`src/rtl/dff_bank_arbiter.sv`:
```
`default_nettype none
// ============================================================================
//  Module   : dff_bank_arbiter
//  Purpose  : Round-robin arbiter and write sequencer for a shared register.
//             Optional locked bursts are compiled in with DFF_ARB_LOCK_EN.
//  Revision : 1.0
// ============================================================================
module dff_bank_arbiter #(
  parameter int NREQ     = 4,
  parameter int WIDTH    = 8,
  parameter int MAX_LOCK = 4
) (
  input  logic                  clk,
  input  logic                  areset,
  input  logic [NREQ-1:0]       req,
  input  logic [NREQ*WIDTH-1:0] wdata,
`ifdef DFF_ARB_LOCK_EN
  input  logic [NREQ-1:0]       lock,
`endif
  output logic [NREQ-1:0]       gnt,
  output logic [NREQ-1:0]       ack,
  output logic [WIDTH-1:0]      q,
  output logic                  q_valid,
  output logic                  busy
);

  localparam int             c_PW    = (NREQ > 1) ? $clog2(NREQ) : 1;
  localparam logic [NREQ-1:0] c_ONE  = NREQ'(1);
  localparam logic [1:0]     c_IDLE  = 2'd0;
  localparam logic [1:0]     c_GRANT = 2'd1;
  localparam logic [1:0]     c_ACK   = 2'd2;

  logic [1:0]      r_state;
  logic [c_PW-1:0] r_ptr;
  logic [c_PW-1:0] r_win;
  logic [c_PW-1:0] w_win;
  logic [c_PW-1:0] w_idx;
  logic [WIDTH-1:0] w_slice [NREQ];
  logic            w_hold;

  for (genvar i = 0; i < NREQ; i++) begin : g_slice
    assign w_slice[i] = wdata[i*WIDTH +: WIDTH];
  end

  // Scan downward so the nearest set bit after the pointer is assigned last.
  always_comb begin
    w_win = '0;
    w_idx = '0;
    for (int k = NREQ; k >= 1; k--) begin
      w_idx = c_PW'((int'(r_ptr) + k) % NREQ);
      if (req[w_idx]) w_win = w_idx;
    end
  end

`ifdef DFF_ARB_LOCK_EN
  logic [3:0] r_lock_cnt;

  assign w_hold = lock[r_win] & req[r_win] & (r_lock_cnt < 4'(MAX_LOCK - 1));

  always_ff @(posedge clk) begin
    if (!areset) begin
      r_lock_cnt <= '0;
    end else if (r_state == c_ACK) begin
      r_lock_cnt <= w_hold ? r_lock_cnt + 4'd1 : 4'd0;
    end else if (r_state == c_GRANT && !req[r_win]) begin
      r_lock_cnt <= '0;
    end
  end
`else
  assign w_hold = 1'b0;
`endif

  always_ff @(posedge clk) begin
    if (!areset) begin
      r_state <= c_IDLE;
      r_ptr   <= c_PW'(NREQ - 1);
      r_win   <= '0;
      gnt     <= '0;
      ack     <= '0;
      q       <= '0;
      q_valid <= 1'b0;
      busy    <= 1'b0;
    end else begin
      ack <= '0;
      case (r_state)
        c_IDLE: begin
          if (|req) begin
            r_state <= c_GRANT;
            r_win   <= w_win;
            gnt     <= c_ONE << w_win;
            busy    <= 1'b1;
          end
        end
        c_GRANT: begin
          gnt <= '0;
          if (req[r_win]) begin
            q       <= w_slice[r_win];
            ack     <= c_ONE << r_win;
            q_valid <= 1'b1;
            r_ptr   <= r_win;
            r_state <= c_ACK;
          end else begin
            // Withdrawn request: drop the grant without moving the pointer.
            r_state <= c_IDLE;
            busy    <= 1'b0;
          end
        end
        c_ACK: begin
          if (w_hold) begin
            r_state <= c_GRANT;
            gnt     <= c_ONE << r_win;
          end else begin
            r_state <= c_IDLE;
            busy    <= 1'b0;
          end
        end
        default: begin
          r_state <= c_IDLE;
          gnt     <= '0;
          busy    <= 1'b0;
        end
      endcase
    end
  end

endmodule
`default_nettype wire

```
`config.mk`:
```
export PLATFORM = sky130hd
export DESIGN_NAME = dff_bank_arbiter
export DESIGN_NICKNAME = d
export VERILOG_FILES = /design/src/rtl/dff_bank_arbiter.sv
export SDC_FILE = /design/constraint.sdc
export NUM_CORES = 1
export LEC_CHECK = 0
export CORE_MARGIN = 2
export CORE_UTILIZATION = 30
export DETAILED_ROUTE_END_ITERATION = 10
export GPL_ROUTABILITY_DRIVEN = 0
export PLACE_DENSITY = 0.7
export SLEW_MARGIN = 10
export SYNTH_ARGS = -nofsm -noshare
export SYNTH_HDL_FRONTEND = slang
export SYNTH_SLANG_ARGS = --single-unit
```
`constraint.sdc`:
```
create_clock -name clk -period 1.5 [get_ports clk]
set_clock_uncertainty 0.1 [all_clocks]
set_input_delay 0.45 -clock clk [delete_from_list [all_inputs] [get_ports clk]]
set_output_delay 0.45 -clock clk [all_outputs]
set_load 0.02 [all_outputs]
```
# After elaboration in Yosys (flattened, before gate mapping)
# Index checks and enable logic that the tools add are counted.
# totals
input_bits	38
regBits	24
word_cells	58
out_inout_bits	18
# op_classes
order_cmp	6
n_eq_ne	4
n_addsub	4
mux	25
shifts	2
n_reduce_logical	7
n_bitwise	2
# op_table
cell	n
$bmux 8 s2	1
$mux 8	2
$lt 2x3->1 const B	5
$mux 2	6
$bmux 1 s2	5
$pmux 4 s2	1
$reduce_and 2->1	4
$shl 1x2->4 const A	2
$mux 1	7
$add 2x1->2 const B	2
$add 2x2->2 const B	2
$mux 4	1
$ne 2x2->1 const B	2
$pmux 2 s2	1
$reduce_or 4->1	1
$ge 3x3->1 const B	1
$not 2->3	1
$reduce_and 3->1	1
$eq 2x1->1 const B	1
$eq 2x2->1 const B	1
$logic_not 2->1	1
$pmux 1 s2	1
$not 1->1	1

# Depth between registers and ports, before layout
# logic_depth
ltp_word	10
depth_mapped	6
depth_no_buf	4

# Least setup slack after synthesis
# OpenSTA, ideal clock, no wires.
# synth_path
kind	register to register
startpoint	register r_win[0]
endpoint	register q[2]
path_buffers	2
setup_time_ps	116
arrival_time_ps	1397
period_less_slack_ps	1613
stages_incl_launch_ff	6
setup_slack_ps	-113
required_time_ps	1284
path_cell_list	dfxtp_1 > buf_2 > buf_2 > mux4_2 > mux2i_1 > nor2b_1
# synth_via
elab_chain_cells	4
word_cells_on_any_way	7
cone_classes	mux: 5; bitwise: 1; reduce/logical: 1
# synth_rtl
item	line_no	text
start, declared	35	logic [c_PW-1:0] r_win;
start signal, assigned	89	r_win <= w_win;
$not 2->3 (not written as such)	97	q <= w_slice[r_win];
$bmux 8 s2	97	
$mux 8 (not written as such) (2 in series)	97	
end signal, assigned	97	
end, declared	22	output logic [WIDTH-1:0] q,
# Parallel ways exist; a longest one is shown, timed or not. The select of a mux whose other input is x is not followed.
# A chain may end at the register's enable or synchronous reset.

# Worst setup path after layout
# layout_path
startpoint	register r_state[1]
endpoint	register q[6]
# layout_via
elab_chain_cells	2
# layout_rtl
item	line_no	text
start, declared	33	logic [1:0] r_state;
start signal, assigned	75	r_state <= c_IDLE;
start signal, assigned	88	r_state <= c_GRANT;
start signal, assigned	101	r_state <= c_ACK;
$eq 2x1->1	85	case (r_state)
$reduce_and 2->1 (no line)	-	
# No other way between the ends.

==> results.txt <==
The tools report the end of the worst register-to-register path as q[6]. The count of yosys warnings during synthesis is 0. The number of hold violations in the final report is 0, and the multiplexer share of the synthesized area is 25.42%. Synthesis-stage register bit count: 24.

The run gives 5.030 mm as the wire length of the first global-routing pass. The critical path crosses 6 cells after its start point. The fraction of the mapped netlist area in simple logic gates is 19.49%. The synthesized netlist net count came out at 145. In this run the worst setup path begins at r_state[1].

The largest voltage drop on the vdd net is 0.0004170 V, and the fraction of synthesis flops using an asynchronous set or reset pin is 0%. Walking the worst path, the cells encountered are buf_6 > nand3b_1 > o22ai_4 > buf_6 > mux2i_2 > nor2b_1. The synthesized instance count is 107.

From left edge to right edge, the die measures 66.75 um. The run gives 31.78% as the starting utilization of the core area. The worst-case clock buffer depth came out at 2. The tools report the overall track demand over capacity in global routing as 14.91%. The checks that failed: setup timing. Summed over all nets, the switching power comes to 513.4 uW.

At the worst endpoint, the required time is 1.57 ns. The sort of element at the end of the critical path was a register. The number of sinks on the clock net was 24. The kind of path behind the tightest hold check is reg2reg.

Cell with the most instances on the worst path: buf_6. The wire length per cell after detailed routing is 14.38 um, and the adder-cell share of the synthesized area is 0%. Net switching is 26.44% of the power. The tools report the total length of routed wires as 3.393 mm. The dominant combinational cell family by area after synthesis was multiplexers. Via count of the first global-routing pass: 1153. The critical path in this run is classified as reg2reg.

The cell sitting at the root of the clock tree is a clkbuf_8. The number of buffers and inverters on the critical path is 2. At the pin with the least slew margin, the transition time is 0.3004 ns.

By instance count, the leading cell after synthesis is dfxtp_1. The fraction of final layout cells with drive strength greater than 1 works out to 38.83%. The final number of max-transition violations was 0; the least setup slack across all paths after layout was -0.09141 ns. The post-route fraction of the period consumed by the critical path is 106.1%.

Setup repair after global routing could not meet its margin everywhere. The cell depth of the worst flop-to-flop path is 6, and the count of port buffers added during placement is 55. Setup violations remaining at the end of the flow were counted as 10.

The final critical-path required period is 1.591 ns, and the finished layout cell area is 2069 sq um. The setup check on the worst reg-to-reg path leaves a slack of -0.09 ns. The xor/xnor cell area share of the yosys netlist came out at 0%. After clock tree synthesis, the clock-pin slew on the worst setup and hold paths is 0.09 ns.

Counting instances in the post-synthesis netlist gives the leading cell types as dfxtp_1 (24), mux2i_1 (12), nor2_1 (10). The wire-length estimate of the detail-placed layout is 2.607 mm. Derived from the worst setup path, the maximum achievable clock frequency is 628.4 MHz. The synthesized netlist devotes 10.28% of its cell area to compound gates. In this run the critical register-to-register path is launched from r_state[1].

After synthesis the cells add up to 1181 sq um. Mean post-synth cell area: 11.04 sq um. The number of antenna violations at the first check in global routing is 0, and the via total after detailed routing is 1152. The share of total power dissipated in combinational logic is 32.9%.

The largest total area in the synthesized netlist belongs to dfxtp_1. The maximum level of the CTS H-tree is 1. TritonCTS built the clock tree. The post-detailed-route DRC marker count came out at 0. The number of different library cells used by synthesis comes to 32. The logs give 315 for the final-layout fill cell count and 0 for the final antenna diode count. The clock insertion delay at the later pin of the skew report is 0.27 ns, and the height of the chip is 66.75 um.

The largest fanout of any net on the critical path came out at 5. The cell-internal power came out at 1428 uW. The number of nets in the layout is 227, and the total die area is 4455 sq um. The run finished, with violations left. On the worst path, the slowest cell contributes a delay of 0.34 ns. The detailed-route vias per instance works out to 4.881. The power density over cell area is 938.3 nW/um^2. The analysis attributes to cell leakage a power of 0.0008201 uW.

After detailed placement, the total cell area comes to 1939 sq um. The clock network accounts for 29.5% of the total power. The first TritonRoute pass finished after 4 iterations. STA classifies the critical path startpoint as a register.

For the signal arrival time at the worst endpoint, the log shows 1.66 ns. The area share of the largest cell type after synthesis came out at 40.68%. Relative to the synthesized area, the layout overhead comes to 75.21%.

The critical path's slowest cell was dfxtp_2. The pin count of the biggest net entering global routing came out at 15. Broken down by cell family, the worst path's largest delay share belongs to flip-flops. Max-cap violations in this run came to 0. In this run the tightest slew margin relative to its limit is 79.83%. The run gives 37.5% as the sequential cell fraction of total power. The logs give 3716 sq um for the placeable core region and 22 for the site row count. The run gives 3 as the number of buffers created by CTS.

Sequential elements use 40.68% of the synthesized area. The most used flip-flop cell after synthesis is dfxtp_1. Ranked by total cell area, the synthesized netlist is headed by dfxtp_1 (41%), mux4_2 (15%), mux2i_1 (10%), nor2b_1 (4.8%), nor2_1 (3.2%).

56 I/O pins were placed. The logs give 47 for the DRC violation total after the first TritonRoute iteration and 0 for the post-detailed-route count of antenna-violating nets. For this run the aggregate overflow at the end of global routing stands at 0. The number of enable flip-flop cells after synthesis came out at 0.

In this run the worst setup path terminates at q[6]. The tools report the total chip power as 1942 uW.
how the worst min path moves through the flow:
stage	slack, ns	cells after the start	startpoint	end
2_1_floorplan	0.37	2	r_ptr[0]	r_ptr[0]
3_3_place_gp	0.36	2	gnt[3]	gnt[3]
3_5_place_dp	0.36	2	gnt[3]	gnt[3]
4_1_cts	0.38	2	gnt[3]	gnt[3]
5_1_grt	0.40	2	gnt[3]	gnt[3]
6_report	0.38	2	gnt[3]	gnt[3]
through the flow:
stage / hold WS [ns] / std cells / setup TNS (ns) / util, % / setup slack (ns)
final: 0.3761 / 236 / -0.6112 / 55.69 / -0.09141
after global routing: 0.3967 / 236 / -1.244 / 55.69 / -0.1591
after CTS: 0.3760 / 231 / -0.7198 / 55.19 / -0.09377
after detailed placement: 0.3629 / 226 / -13.58 / 52.19 / -0.6767
after global placement: 0.3574 / 226 / -12.37 / 52.19 / -0.6249
after floorplan: 0.3700 / 107 / -0.2465 / - / -0.05853
flip-flops by register name, indices dropped and copies added (netlist names):
name,flops
r_win,2
q,8
r_ptr,2
q_valid,1
ack,4
busy,1
gnt,4
r_state,2
final cells by class:
| cell class | count | area [sq um] | share of cell area (%) |
|---|---|---|---|
| multi-input cells | 75 | 723.2 | 34.95 |
| repair buffers | 83 | 719.4 | 34.76 |
| flip-flops and latches | 24 | 488.0 | 23.58 |
| well taps | 48 | 60.06 | 2.902 |
| clock buffers | 3 | 41.29 | 1.995 |
| clock inverters | 1 | 30.03 | 1.451 |
| inverters | 2 | 7.507 | 0.3628 |
routing by layer:
layer  GRT usage [%]  part of all wire, %
met3           3.378                  7.5
met4           5.102                  1.2
met1           15.31                   41
met5               0                    0
met2           29.13                   51
power by group through the flow:
stage	sequential [uW]	clock, uW	combinational (uW)
5_1_grt	734	621	684
2_1_floorplan	777	0	285
6_report	729	573	640
4_1_cts	726	587	613
3_5_place_dp	738	0	605
3_3_place_gp	737	0	594
repair_timing:
item	4_1_cts	5_1_grt
hold buffers	0	0
endpoints found under the setup margin	40	31
resized for setup	52	31
setup buffers	1	5
pin swaps	5	2
kinds of logic after synthesis:
logic type,after synthesis
buf+inv,8
mux,20
flops,24
compound gates,15
simple gates,40
layout by cell type (no fill, tap or decap), types with 2 or more instances in the layout:
cell type	n
clkbuf_2	11
clkdlybuf4s50_1	33
mux2i_4	2
a21oi_1	2
nand2b_1	3
nand3_1	2
clkbuf_8	3
mux2i_2	2
dfxtp_2	6
o21ai_0	3
mux2i_1	8
buf_2	2
a32o_1	2
buf_4	22
inv_1	2
dfxtp_1	18
buf_6	7
nor2_1	10
clkdlybuf4s15_1	6
and2_1	2
nor2b_1	9
mux4_2	8
and4b_1	2
nand2_1	3
worst min-delay path, cell delays in order, from the launching register on:
cell and delay [ns]:
dfxtp_1 0.32, nand2_1 0.05, o22ai_1 0.07
Power figures use the tool's default switching activity.
